## src/rtl/fetch_if.sv

```systemverilog
// fetch_if: instruction-memory, decode handshake and redirect signals of the fetch stage
interface fetch_if;
  logic        imem_req;
  logic [31:0] imem_addr;
  logic [31:0] imem_rdata;
  logic        instr_valid;
  logic        instr_ready;
  logic [31:0] instruction;
  logic [31:0] instr_pc;
  logic        redirect_valid;
  logic [31:0] redirect_target;
  logic        misalign_err;
  modport master (
    output imem_req, imem_addr, instr_valid, instruction, instr_pc, misalign_err,
    input  imem_rdata, instr_ready, redirect_valid, redirect_target
  );
  modport slave (
    input  imem_req, imem_addr, instr_valid, instruction, instr_pc, misalign_err,
    output imem_rdata, instr_ready, redirect_valid, redirect_target
  );
endinterface

```

## src/rtl/fetch_unit.sv

```systemverilog
// fetch_unit: PC register, 1-cycle imem requests and a fall-through instruction FIFO
module fetch_unit #(
  parameter logic [31:0] RESET_PC   = 32'h0,
  parameter int          FIFO_DEPTH = 2
) (
  input logic clk,
  input logic rst,
  fetch_if.master f
);
  localparam int AW = $clog2(FIFO_DEPTH);
  localparam int CW = AW + 1;
  logic [31:0]   pc, req_pc_q;
  logic          inflight, misalign_q;
  logic [CW-1:0] count;
  logic [AW-1:0] rd_ptr, wr_ptr;
  logic [31:0]   pc_mem  [FIFO_DEPTH];
  logic [31:0]   ins_mem [FIFO_DEPTH];
  logic          empty, issue, bypass, push, pop;
  assign empty  = count == '0;
  assign issue  = !rst && !f.redirect_valid && (count + CW'(inflight) < CW'(FIFO_DEPTH));
  // a returning word with nothing buffered ahead of it goes straight to decode
  assign bypass = empty && inflight && f.instr_ready;
  assign push   = inflight && !f.redirect_valid && !bypass;
  assign pop    = !empty && f.instr_ready && !f.redirect_valid;
  assign f.imem_req     = issue;
  assign f.imem_addr    = issue ? pc : 32'h0;
  assign f.instr_valid  = !empty || inflight;
  assign f.instruction  = !empty ? ins_mem[rd_ptr] : inflight ? f.imem_rdata : 32'h0;
  assign f.instr_pc     = !empty ? pc_mem[rd_ptr] : inflight ? req_pc_q : 32'h0;
  assign f.misalign_err = misalign_q;
  always_ff @(posedge clk) begin
    if (rst) begin
      pc         <= RESET_PC;
      req_pc_q   <= 32'h0;
      inflight   <= 1'b0;
      misalign_q <= 1'b0;
      count      <= '0;
      rd_ptr     <= '0;
      wr_ptr     <= '0;
    end else begin
      inflight   <= issue;
      misalign_q <= f.redirect_valid && |f.redirect_target[1:0];
      if (issue) begin
        pc       <= pc + 32'd4;
        req_pc_q <= pc;
      end
      if (f.redirect_valid) begin
        pc     <= {f.redirect_target[31:2], 2'b00};
        count  <= '0;
        rd_ptr <= '0;
        wr_ptr <= '0;
      end else begin
        if (push) begin
          pc_mem[wr_ptr]  <= req_pc_q;
          ins_mem[wr_ptr] <= f.imem_rdata;
          wr_ptr          <= wr_ptr + AW'(1);
        end
        if (pop) rd_ptr <= rd_ptr + AW'(1);
        count <= count + CW'(push) - CW'(pop);
      end
    end
  end
endmodule

```

## src/flat_wrapper.sv

```systemverilog
// flat-port wrapper written by rule: the top's interface ports become plain ports
module fetch_unit_flat 
#(
  parameter logic [31:0] RESET_PC   = 32'h0,
  parameter int          FIFO_DEPTH = 2
)
  (clk, rst, f_imem_req, f_imem_addr, f_instr_valid, f_instruction, f_instr_pc, f_misalign_err, f_imem_rdata, f_instr_ready, f_redirect_valid, f_redirect_target);
  fetch_if f_i ();
  input logic clk;
  input logic rst;
  output wire logic [$bits(f_i.imem_req)-1:0] f_imem_req;
  output wire logic [$bits(f_i.imem_addr)-1:0] f_imem_addr;
  output wire logic [$bits(f_i.instr_valid)-1:0] f_instr_valid;
  output wire logic [$bits(f_i.instruction)-1:0] f_instruction;
  output wire logic [$bits(f_i.instr_pc)-1:0] f_instr_pc;
  output wire logic [$bits(f_i.misalign_err)-1:0] f_misalign_err;
  input wire logic [$bits(f_i.imem_rdata)-1:0] f_imem_rdata;
  input wire logic [$bits(f_i.instr_ready)-1:0] f_instr_ready;
  input wire logic [$bits(f_i.redirect_valid)-1:0] f_redirect_valid;
  input wire logic [$bits(f_i.redirect_target)-1:0] f_redirect_target;
  assign f_imem_req = f_i.imem_req;
  assign f_imem_addr = f_i.imem_addr;
  assign f_instr_valid = f_i.instr_valid;
  assign f_instruction = f_i.instruction;
  assign f_instr_pc = f_i.instr_pc;
  assign f_misalign_err = f_i.misalign_err;
  assign f_i.imem_rdata = f_imem_rdata;
  assign f_i.instr_ready = f_instr_ready;
  assign f_i.redirect_valid = f_redirect_valid;
  assign f_i.redirect_target = f_redirect_target;
  fetch_unit #(.RESET_PC(RESET_PC), .FIFO_DEPTH(FIFO_DEPTH)) u_core (.clk(clk), .rst(rst), .f(f_i));
endmodule
```

## config.mk

```make
export PLATFORM = sky130hd
export DESIGN_NAME = fetch_unit_flat
export DESIGN_NICKNAME = d
export VERILOG_FILES = /design/src/rtl/fetch_if.sv /design/src/rtl/fetch_unit.sv /design/src/flat_wrapper.sv
export SDC_FILE = /design/constraint.sdc
export NUM_CORES = 1
export LEC_CHECK = 0
export BUFFER_PORTS_ARGS = -buffer_cell sky130_fd_sc_hd__buf_2
export CAP_MARGIN = 10
export CORE_UTILIZATION = 45
export CTS_BUF_LIST = sky130_fd_sc_hd__clkbuf_8
export DETAILED_ROUTE_END_ITERATION = 8
export PLACE_DENSITY = 0.76
export SETUP_SLACK_MARGIN = 0.05
export SYNTH_ARGS = -nofsm -noshare
export SYNTH_HDL_FRONTEND = slang
export SYNTH_SLANG_ARGS = --single-unit
```

## constraint.sdc

```tcl
create_clock -name clk -period 10.27 [get_ports clk]
set_clock_uncertainty 0.15 [all_clocks]
set_input_delay 2.054 -clock clk [delete_from_list [all_inputs] [get_ports clk]]
set_output_delay 2.054 -clock clk [all_outputs]
set_load 0.01 [all_outputs]
```

After elaboration in Yosys (flattened, before gate mapping)
Memory sizes are Yosys's and may differ from the RTL's. A register that Yosys moved wholly into a read port is not among the register bits.
Index checks and enable logic that the tools add are counted.

storage, ports and cells
  memories = 2
  flip-flop bits (word level) = 70
  word-level logic and storage cells = 50
  bits in writable memories = 128
  input bits = 68

cells by class
  add/sub/neg operators = 6
  multiplexer cells = 15
  reductions and logical operators = 18
  order comparisons = 1

memories
  name            depth  bits a word  read ports  clocked after Yosys merged registers in  write ports  line              source
  u_core.ins_mem  2      32           1           1                                        1            fetch_unit.sv:17  logic [31:0] ins_mem [FIFO_DEPTH];
  u_core.pc_mem   2      32           1           1                                        1            fetch_unit.sv:16  logic [31:0] pc_mem [FIFO_DEPTH];

operator list
  kind                   count
  $mux 32                7
  $add 32x3->32 const B  1
  $logic_and 1x1->1      9
  $mux 1                 8
  $add 2x1->2            2
  $logic_not 1->1        4
  $reduce_or 2->1        2
  $add 1x1->1 const B    2
  $logic_not 2->1        1
  $lt 2x2->1 const B     1
  $reduce_bool 2->1      1
  $sub 2x1->2            1
  $logic_or 1x1->1       1

Depth between registers and ports, before layout
  word-level depth = 9
  depth in mapped cells = 9

Least setup slack after synthesis
No wires, ideal clock.

  kind = input -> register
  from = input port f_instr_ready
  to = memory u_core.ins_mem[0][0] (enable)
  data required time = 9.638 ns
  buffers on the path = 0
  data arrival time = 5.047 ns
  stages = 3
  setup slack = 4.591 ns
  library setup time = 0.482 ns
  path through = a21boi_0 -> nand2_1 -> nor2_1

on the way
  longest elaborated chain between the ends = 7

RTL lines
  what                          line                source
  from (decl)                   flat_wrapper.sv:18  input wire logic [$bits(f_i.instr_ready)-1:0] f_instr_ready;
  $logic_and 1x1->1             fetch_unit.sv:22    assign bypass = empty && inflight && f.instr_ready;
  $logic_not 1->1               fetch_unit.sv:23    assign push = inflight && !f.redirect_valid && !bypass;
  $logic_and 1x1->1             fetch_unit.sv:23
  $mux 1                        fetch_unit.sv:53    if (push) begin
  $mux 1                        fetch_unit.sv:47    if (f.redirect_valid) begin
  $mux 1                        fetch_unit.sv:32    if (rst) begin
  $mux 1 (implied by the code)  fetch_unit.sv:55    ins_mem[wr_ptr] <= f.imem_rdata;
  to (decl)                     fetch_unit.sv:17

Every way passes these cells.

Worst setup path in the final report
  from = input port rst
  to = output port f_imem_addr[17]

on the way
  longest elaborated chain between the ends = 4

RTL lines
  what                            line                source
  from (decl)                     flat_wrapper.sv:10  input logic rst;
  $logic_not 1->1                 fetch_unit.sv:20    assign issue = !rst && !f.redirect_valid && (count + CW'(inflight) < CW'(FIFO_DEPTH));
  $logic_and 1x1->1 (2 in a row)  fetch_unit.sv:20
  $mux 32                         fetch_unit.sv:26    assign f.imem_addr = issue ? pc : 32'h0;
  to (decl)                       flat_wrapper.sv:12  output wire logic [$bits(f_i.imem_addr)-1:0] f_imem_addr;

Every way passes these cells.

==> results.ini <==
[synthesis]
syn_area_per_cell_um2=10.8
synth-seq-area-share_pct=59.6
synth_edf_count=124
ys_types=60
synthCells=785
synth_top_cell_by_area=edfxtp_1
ys_ff_latch=191
netlist_area_um2=8500
ys_warn_count=0
async_reset_ff_share_pct=0
yosysTopAreaCellShare_pct=43.8
ys_top_cells_by_area=edfxtp_1 (44%), dfxtp_1 (16%), mux2i_1 (7.3%), nand3_1 (4.4%), o21ai_0 (4.0%)
synthFlopType=edfxtp_1

[layout]
design_area_um2=9850
final_cells=1161
final_util_pct=54.1
antenna_cells=0
syn_to_final_growth_pct=15.9
fin_nets=990
drive_gt1_share_pct=23.1

[routing]
drt_iter0_drc=418
drcViolationCount=0
drt-total-wl_mm=20.3
viasPerCell=5.60
wire_per_inst_um=17.5
ant_nets=0
num_vias=6503
first_pass_iters=7

[clocking]
cts_tree=yes
cts_buffer_depth=2
cts_resized=0
cts_root_buffer=clkbuf_8
holdBufCountCts=0
clk_latency_ps=450
htreeDepth=4
clk_transition_reported_paths_ps=90
cts_sinks=191
postCtsSetupBuffers=0
cts_buffers=17

[pwr]
swShare_pct=23.7
clock_power_share_pct=34.5
p_switching_mw=0.345
internal_power_mw=1.11
leakagePower_nw=3.89
finalPower_mw=1.45
power_frac_comb_pct=6.9
p_per_area_nw_per_um2=148
p_seq_share_pct=58.6
ir_drop_uv=79.2

[die]
die-height_um=139
core_um2=18200
fp.dieW_um=139
die_area_um2=19400
start_util_pct=46.7
fp-row-count=49
pin_count=167

[worst_setup_path]
endpoint_kind=output port
worstPathArrival_ps=4130
worst_ep_required_time_ps=8070
slowest_stage=inv_1
critPathMaxStageDelay_ps=760
cp-start-kind=input port
crit_chain=buf_2, buf_4, nor2_1, nand3_1, inv_1, nand2_1, inv_1, buf_2
cp_num_buf_inv=5
critPathMaxFanout=58
setup.worst_path.class=input port to output port
critical_path.top_delay_family=buffers and inverters

[sta]
timing.final.crit_share_pct=61.7
setup_violations=0
finalCriticalPeriod_ps=6340
relSlewSlack_pct=28.1
worst_slew_pin_slew_ps=1080
tns_ps=0
hold_violations=0
fmax_mhz=158
rsz0062_at_grt=false
slew_violations=0

[place]
io_buffers=162
gp_congestion=0.836
place_area_um2=9430
dp_hpwl_mm=13.6
placedCellCount=1128

[outcome]
outcome=complete, no violations

[global_routing]
grt_pass1_vias=6113
grt_usage_pct=21.1
grt-ovfl-total=0
antenna_found_initial=0
grt_max_degree=66
grt_pass1_wl_mm=31.9

[hold_path]
hp-class=register to register

[job]
max_cap_violations=0

-- sequential cells by signal (all words and copies together) (netlist names), 2 cells and up, named ones only --
| name | flops |
|---|---|
| u_core.pc | 30 |
| u_core.req_pc_q | 30 |
| u_core.ins_mem | 64 |
| u_core.count | 2 |
| u_core.pc_mem | 60 |
-- metal layers --
layer / up-vias / wire length, um / global-route usage [%]
met5: - / 0 / 0
met4: 0 / 362 / 6.49
met3: 29 / 1270 / 4.75
met2: 277 / 9600 / 34.5
met1: 3053 / 9100 / 28.0
li1: 3144 / - / -
-- worst min-delay path: stages (launching register included) --
cell and delay, ps:
dfxtp_1 350, nand2_1 60, a21oi_1 50
-- layout make-up --
type | count | area, um2
Timing Repair Buffer | 171 | 898
Tap cell | 229 | 287
Inverter | 40 | 150
Multi-Input combinational cell | 498 | 3050
Sequential cell | 191 | 5070
Clock inverter | 15 | 168
Fill cell | 1615 | 8350
Clock buffer | 17 | 234
-- cells by family (layout without fill, tap and decap cells) --
group	count (synthesis)	in the layout	synth area share [%]
XOR/XNOR	11	11	1.13
adder cells (fa/ha/maj)	3	3	0.442
flip-flops	191	191	59.6
AND/OR/NAND/NOR	261	261	15.1
multiplexers	62	62	7.30
other	1	4	0.0441
buffers and inverters	99	243	4.90
AO/OA/AOI/OAI	157	157	11.5
-- cells in the mapped netlist (3+ instances only) --
cell type / number
nand4_1: 10
o21ai_0: 68
xor2_1: 6
inv_1: 39
xnor2_1: 5
nor2_1: 32
ha_1: 3
nand2_1: 88
o21a_1: 3
dfxtp_1: 67
and4_1: 6
nor4_1: 7
and3_1: 8
a311oi_1: 6
and2_1: 4
a211oi_1: 9
nand3_1: 74
or4_1: 5
o31ai_1: 8
clkbuf_1: 44
a21oi_1: 34
nor3_1: 10
buf_1: 5
mux2i_1: 62
or3_1: 5
buf_4: 8
a31oi_1: 3
edfxtp_1: 124
-- power groups by stage --
stage	logic [mW]	clock network, mW	registers, mW
2_1_floorplan	0.0601	0	0.860
3_3_place_gp	0.0972	0	0.869
3_5_place_dp	0.0993	0	0.869
4_1_cts	0.0996	0.514	0.852
5_1_grt	0.111	0.543	0.854
6_report	0.100	0.502	0.852
-- stage by stage --
stage	hold slack, ps	worst slack [ps]
after floorplan	297	4590
after global placement	309	4100
after detailed placement	319	3990
after CTS	343	3980
after global routing	362	3740
final	348	3930
-- worst paths after layout --
path              cells after the start                              from                               end  slack, ps
setup / recovery                      8                               rst                   f_imem_addr[17]       3930
hold / removal                        2  u_core.req_pc_q[31]$_SDFFE_PP0P_  u_core.req_pc_q[31]$_SDFFE_PP0P_        350
setup reg to reg                      7        u_core.count[0]$_SDFF_PP0_    u_core.ins_mem[0][2]$_DFFE_PP_       7030
hold reg to reg                       2  u_core.req_pc_q[31]$_SDFFE_PP0P_  u_core.req_pc_q[31]$_SDFFE_PP0P_        350
-- placed cells by master, fill, tap and decap left out, types with 3 or more instances in the layout --
cell and instances:
clkbuf_8 17, a21oi_1 34, xor2_1 6, dfxtp_1 65
nor3_1 10, xnor2_1 5, a311oi_1 6, conb_1 4
mux2i_1 62, or3_1 5, a211oi_1 9, nand2_1 88
o31ai_1 8, o21a_1 3, nor4_1 7, and2_1 4
inv_1 40, inv_6 3, buf_4 8, buf_2 162
and4_1 6, edfxtp_1 124, ha_1 3, a31oi_1 3
or4_1 5, nand3_1 74, o21ai_0 68, bufinv_16 3
clkinv_1 4, nor2_1 30, and3_1 7, nand4_1 10
No activity file was read; power rests on OpenSTA's default activity.
